### config.mk
export PLATFORM = sky130hd
export DESIGN_NAME = reg_alu_sequencer
export DESIGN_NICKNAME = d
export VERILOG_FILES = /design/src/rtl/reg_alu_pkg.sv /design/src/rtl/reg_alu_core.sv /design/src/rtl/reg_alu_sequencer.sv
export SDC_FILE = /design/constraint.sdc
export NUM_CORES = 1
export LEC_CHECK = 0
export BUFFER_PORTS_ARGS = -buffer_cell sky130_fd_sc_hd__buf_2
export CAP_MARGIN = 10
export CORE_ASPECT_RATIO = 1.2
export CORE_MARGIN = 3
export CORE_UTILIZATION = 30
export CTS_BUF_LIST = sky130_fd_sc_hd__clkbuf_2 sky130_fd_sc_hd__clkbuf_4 sky130_fd_sc_hd__clkbuf_8
export CTS_CLUSTER_DIAMETER = 40
export DETAILED_ROUTE_END_ITERATION = 16
export SYNTH_ARGS = -nofsm -noshare
export SYNTH_HDL_FRONTEND = slang
export SYNTH_SLANG_ARGS = --single-unit
export TNS_END_PERCENT = 50
### constraint.sdc
create_clock -name clk -period 3.68 [get_ports clk]
set_clock_uncertainty 0.1 [all_clocks]
set_input_delay 0 -clock clk [delete_from_list [all_inputs] [get_ports clk]]
set_output_delay 0 -clock clk [all_outputs]
set_load 0.03 [all_outputs]
### src/rtl/reg_alu_pkg.sv
// Shared widths, opcodes and FSM state encoding for the register-file ALU sequencer.
package reg_alu_pkg;

   localparam int DEFAULT_DATA_W = 8;
   localparam int DEFAULT_ADDR_W = 2;

   localparam logic [2:0] OP_ADD = 3'd0;
   localparam logic [2:0] OP_SUB = 3'd1;
   localparam logic [2:0] OP_AND = 3'd2;
   localparam logic [2:0] OP_OR  = 3'd3;
   localparam logic [2:0] OP_XOR = 3'd4;
   localparam logic [2:0] OP_MOV = 3'd5;
   localparam logic [2:0] OP_LDI = 3'd6;
   localparam logic [2:0] OP_NOP = 3'd7;

   typedef enum logic [1:0] {
      IDLE = 2'd0,
      READ = 2'd1,
      EXEC = 2'd2,
      WB   = 2'd3
   } seq_state_t;

endpackage

### src/rtl/reg_alu_core.sv
// Combinational ALU: result plus carry/borrow and zero flags for one opcode.
module reg_alu_core
   import reg_alu_pkg::*;
#(
   parameter int DATA_W = DEFAULT_DATA_W
) (
   input  logic [2:0]        op,
   input  logic [DATA_W-1:0] a,
   input  logic [DATA_W-1:0] b,
   input  logic [DATA_W-1:0] imm,
   output logic [DATA_W-1:0] result,
   output logic              c,
   output logic              z
);

   logic [DATA_W:0] sum;
   logic [DATA_W:0] diff;

   // The extra top bit of the widened difference is the unsigned borrow (a < b).
   always_comb begin
      sum    = {1'b0, a} + {1'b0, b};
      diff   = {1'b0, a} - {1'b0, b};
      result = '0;
      c      = 1'b0;
      case (op)
         OP_ADD:  {c, result} = sum;
         OP_SUB:  {c, result} = diff;
         OP_AND:  result = a & b;
         OP_OR:   result = a | b;
         OP_XOR:  result = a ^ b;
         OP_MOV:  result = a;
         OP_LDI:  result = imm;
         default: result = '0;
      endcase
      z = (result == '0);
   end

endmodule

### src/rtl/reg_alu_sequencer.sv
// Multi-cycle execute stage: accept, read operands, execute, write back, one instruction at a time.
module reg_alu_sequencer
   import reg_alu_pkg::*;
#(
   parameter int DATA_W = DEFAULT_DATA_W,
   parameter int ADDR_W = DEFAULT_ADDR_W
) (
   input  logic              clk,
   input  logic              rst_n,
   input  logic              in_valid,
   output logic              in_ready,
   input  logic [2:0]        in_op,
   input  logic [ADDR_W-1:0] in_rd,
   input  logic [ADDR_W-1:0] in_rs1,
   input  logic [ADDR_W-1:0] in_rs2,
   input  logic [DATA_W-1:0] in_imm,
   output logic [ADDR_W-1:0] read_addr1,
   output logic [ADDR_W-1:0] read_addr2,
   input  logic [DATA_W-1:0] read_data1,
   input  logic [DATA_W-1:0] read_data2,
   output logic              write_en,
   output logic [ADDR_W-1:0] write_addr,
   output logic [DATA_W-1:0] write_data,
   output logic              done,
   output logic              flag_c,
   output logic              flag_z
);

   seq_state_t        state;
   seq_state_t        next_state;
   logic [2:0]        op_q;
   logic [ADDR_W-1:0] rd_q;
   logic [ADDR_W-1:0] rs1_q;
   logic [ADDR_W-1:0] rs2_q;
   logic [DATA_W-1:0] imm_q;
   logic [DATA_W-1:0] opa;
   logic [DATA_W-1:0] opb;
   logic [DATA_W-1:0] result;
   logic [DATA_W-1:0] alu_result;
   logic              alu_c;
   logic              alu_z;

   reg_alu_core #(.DATA_W(DATA_W)) u_core (
      .op     (op_q),
      .a      (opa),
      .b      (opb),
      .imm    (imm_q),
      .result (alu_result),
      .c      (alu_c),
      .z      (alu_z)
   );

   always_ff @(posedge clk or negedge rst_n) begin
      if (!rst_n) state <= IDLE;
      else        state <= next_state;
   end

   // write_en/done come straight from the state so a reset drops them immediately.
   always_comb begin
      next_state = state;
      in_ready   = 1'b0;
      write_en   = 1'b0;
      done       = 1'b0;
      case (state)
         IDLE: begin
            in_ready = 1'b1;
            if (in_valid) next_state = READ;
         end
         READ: next_state = EXEC;
         EXEC: next_state = WB;
         WB: begin
            write_en   = (op_q != OP_NOP);
            done       = 1'b1;
            next_state = IDLE;
         end
         default: next_state = IDLE;
      endcase
   end

   // A NOP leaves both the result register and the flags untouched.
   always_ff @(posedge clk or negedge rst_n) begin
      if (!rst_n) begin
         op_q   <= '0;
         rd_q   <= '0;
         rs1_q  <= '0;
         rs2_q  <= '0;
         imm_q  <= '0;
         opa    <= '0;
         opb    <= '0;
         result <= '0;
         flag_c <= 1'b0;
         flag_z <= 1'b0;
      end else begin
         case (state)
            IDLE: begin
               if (in_valid) begin
                  op_q  <= in_op;
                  rd_q  <= in_rd;
                  rs1_q <= in_rs1;
                  rs2_q <= in_rs2;
                  imm_q <= in_imm;
               end
            end
            READ: begin
               opa <= read_data1;
               opb <= read_data2;
            end
            EXEC: begin
               if (op_q != OP_NOP) begin
                  result <= alu_result;
                  flag_c <= alu_c;
                  flag_z <= alu_z;
               end
            end
            default: ;
         endcase
      end
   end

   assign read_addr1 = rs1_q;
   assign read_addr2 = rs2_q;
   assign write_addr = rd_q;
   assign write_data = result;

endmodule
==> flow_summary.json <==
{
  "highest_layer": "met4",
  "cp_max_fo": 3,
  "gr-usage-all-layers_pct": 14.2,
  "routed-wl-met2_um": 3740,
  "hold_violations": 0,
  "dieArea_mm2": 0.0110,
  "vias_per_cell": 4.77,
  "synth_area_per_cell_um2": 9.85,
  "synth-simple-area-share_pct": 9.67,
  "vdd_drop_max_uv": 386,
  "cts-root-buf": "clkbuf_8",
  "ys_async_sr_fraction_pct": 100,
  "ys_ff_latch": 45,
  "tritoncts": "yes",
  "ioPinCount": 55,
  "dp.cells": 459,
  "crit_chain": "ha_1 -> fa_1 -> a211oi_4 -> o31ai_1 -> a21o_1 -> a221o_1 -> xnor2_1 -> a21oi_1 -> a41o_1",
  "finalWeightedCongestion": 0.889,
  "tightest_slew_ns": 1.04,
  "hpwl_um": 5300,
  "leakagePower_uw": 0.00175,
  "startpoint_type": "flip-flop",
  "layout_setup_ws_ns": 0.970,
  "die_w_um": 96.3,
  "antenna_found_initial": 0,
  "setup_tns_ns": 0,
  "max_freq_mhz": 369,
  "cts_buffers": 5,
  "grt_pass1_vias": 2596,
  "drive_gt1_share_pct": 26.2,
  "synth_area_mm2": 0.00294,
  "firstDrtPassIters": 4,
  "synth_mux_area_share_pct": 10.3,
  "critPathCaptureType": "flip-flop",
  "cts_max_path_buffers": 2,
  "yosysWarningCount": 0,
  "core_mm2": 0.00927,
  "wl_met3_um": 319,
  "numClockSinks": 45,
  "synth-edff-count": 0,
  "cp_top_family": "compound AO/OA/AOI/OAI gates",
  "cp.required_ns": 3.78,
  "path_buf_inv": 0,
  "hold_class": "input pin to async pin",
  "arrival_ns": 2.81,
  "diodes": 0,
  "synth-compound-area-share_pct": 19.3,
  "synth_top_family_by_area": "compound AO/OA/AOI/OAI gates",
  "wl_per_cell_um": 14.5,
  "synth_adder_area_share_pct": 13.3,
  "syn_nets": 364,
  "port_buffers": 54,
  "synth_cell_type_count": 55,
  "synth_xor_area_share_pct": 1.79,
  "rsz0062_at_grt": "false",
  "grt_max_degree": 46,
  "fin_nets": 447,
  "finalSetupViolCount": 0,
  "finalCriticalPeriod_ns": 2.71,
  "drt-total-wl_um": 7280,
  "finalPower_uw": 3640,
  "seq_area_frac_synth_pct": 38.3,
  "grt_overflow_total": 0,
  "final_cells": 502,
  "wl_met1_um": 3150,
  "via_count": 2396,
  "outcome": "complete, no violations",
  "drt-initial-drc-count": 130,
  "power_density_mw_per_mm2": 975,
  "antenna_left": 0,
  "clock_latency_ns": 0.30,
  "fin_crit_sh_pct": 73.6,
  "final_cell_mix": "buf_2 (54), dfrtp_1 (45), dlygate4sd3_1 (35), nand2_1 (31)",
  "slowest_stage": "fa_1",
  "syn_inst": 298,
  "h-tree-depth": 2,
  "max_stage_delay_ns": 0.46,
  "final_common_cell": "buf_2",
  "drcViolationCount": 0,
  "drv_cap": 0,
  "worstSetupPathType": "flip-flop to flip-flop",
  "syn2layout_area_growth_pct": 27.1,
  "clk_transition_reported_paths_ns": 0.09,
  "grt_first_pass_wirelength_um": 12400,
  "die_h_um": 114,
  "final-max-slew-violation-count": 0,
  "rows": 38,
  "pre_cts_ws_ns": 0.971,
  "start_util_pct": 31.7,
  "maxSlewHeadroom_pct": 30.7,
  "synth_ff_type": "dfrtp_1"
}
-- metrics by stage --
| step | hold WS, ns | util, % | cell area [um^2] |
|---|---|---|---|
| after floorplan | -0.396 | - | 2940 |
| after global placement | 0.115 | 35.2 | 3270 |
| after detailed placement | 0.111 | 35.2 | 3270 |
| after CTS | 0.339 | 40.3 | 3730 |
| after global routing | 0.358 | 40.3 | 3730 |
| final | 0.316 | 40.3 | 3730 |
-- cell type report --
class,instances,area (um^2)
fill,935,5540
inverter,29,109
clock inverter,2,38.8
tap,120,150
multi-input combinational,209,1600
clock buffer,6,76.3
sequential,45,1130
timing repair buffer,91,636
-- what timing repair did --
item	CTS	global route
resized for setup	0	0
endpoints found under the hold margin	80	0
hold buffers	35	0
setup buffers	0	0
-- report_power, final --
part           internal [uW]  total, uW  switching, uW
logic                    964       2280           1320
clock network            211        386            175
registers                741        970            228
-- synth_stat cells (4+ instances only) --
cell type,n,area [um^2]
a21oi_1,19,95.1
clkbuf_1,7,26.3
dfrtp_1,45,1130
nand2_1,31,116
nor2_1,8,30.0
inv_1,28,105
o21ai_0,27,135
mux2_2,24,270
o211ai_1,4,30.0
nor3_1,4,20.0
ha_1,28,350
o22ai_1,4,25.0
xnor2_1,5,43.8
-- worst register-to-register path: stages, from the launching register on --
cell	delay, ns
dfrtp_1	0.40
ha_1	0.24
fa_1	0.46
a211oi_4	0.24
o31ai_1	0.11
a21o_1	0.20
a221o_1	0.36
xnor2_1	0.14
a21oi_1	0.10
a41o_1	0.26
-- path summary, 6_finish.rpt --
path	startpoint	cells past startpoint	to	slack, ns
max	opa[0]$_DFFE_PN0N_	9	flag_z$_DFFE_PN0P_	0.97
min	rst_n	2	opa[3]$_DFFE_PN0N_	0.32
max reg2reg	opa[0]$_DFFE_PN0N_	9	flag_z$_DFFE_PN0P_	0.97
min reg2reg	write_data[6]$_DFFE_PN0P_	2	write_data[6]$_DFFE_PN0P_	0.38
max in group asynchronous	rst_n	2	opa[1]$_DFFE_PN0N_	2.51
min in group clk	read_data1[7]	4	opa[7]$_DFFE_PN0N_	0.34
-- flip-flops by register name (all words and copies together) (netlist names) --
| register | count |
|---|---|
| imm_q | 8 |
| op_q | 3 |
| flag_z | 1 |
| write_addr | 2 |
| flag_c | 1 |
| read_addr1 | 2 |
| state | 2 |
| opb | 8 |
| read_addr2 | 2 |
| write_data | 8 |
| opa | 8 |
-- cells by family after synthesis --
family / Yosys count
fa+ha+maj: 30
mux: 26
compound gates: 86
buf+inv: 44
simple gates: 61
flops: 45
xor+xnor: 6
-- metal layers --
metal | GRT usage, % | up-vias
met5 | 0 | -
met4 | 2.62 | 0
met3 | 3.02 | 6
met2 | 25.2 | 57
met1 | 17.7 | 1129
li1 | - | 1204
Power figures use the tool's default switching activity.
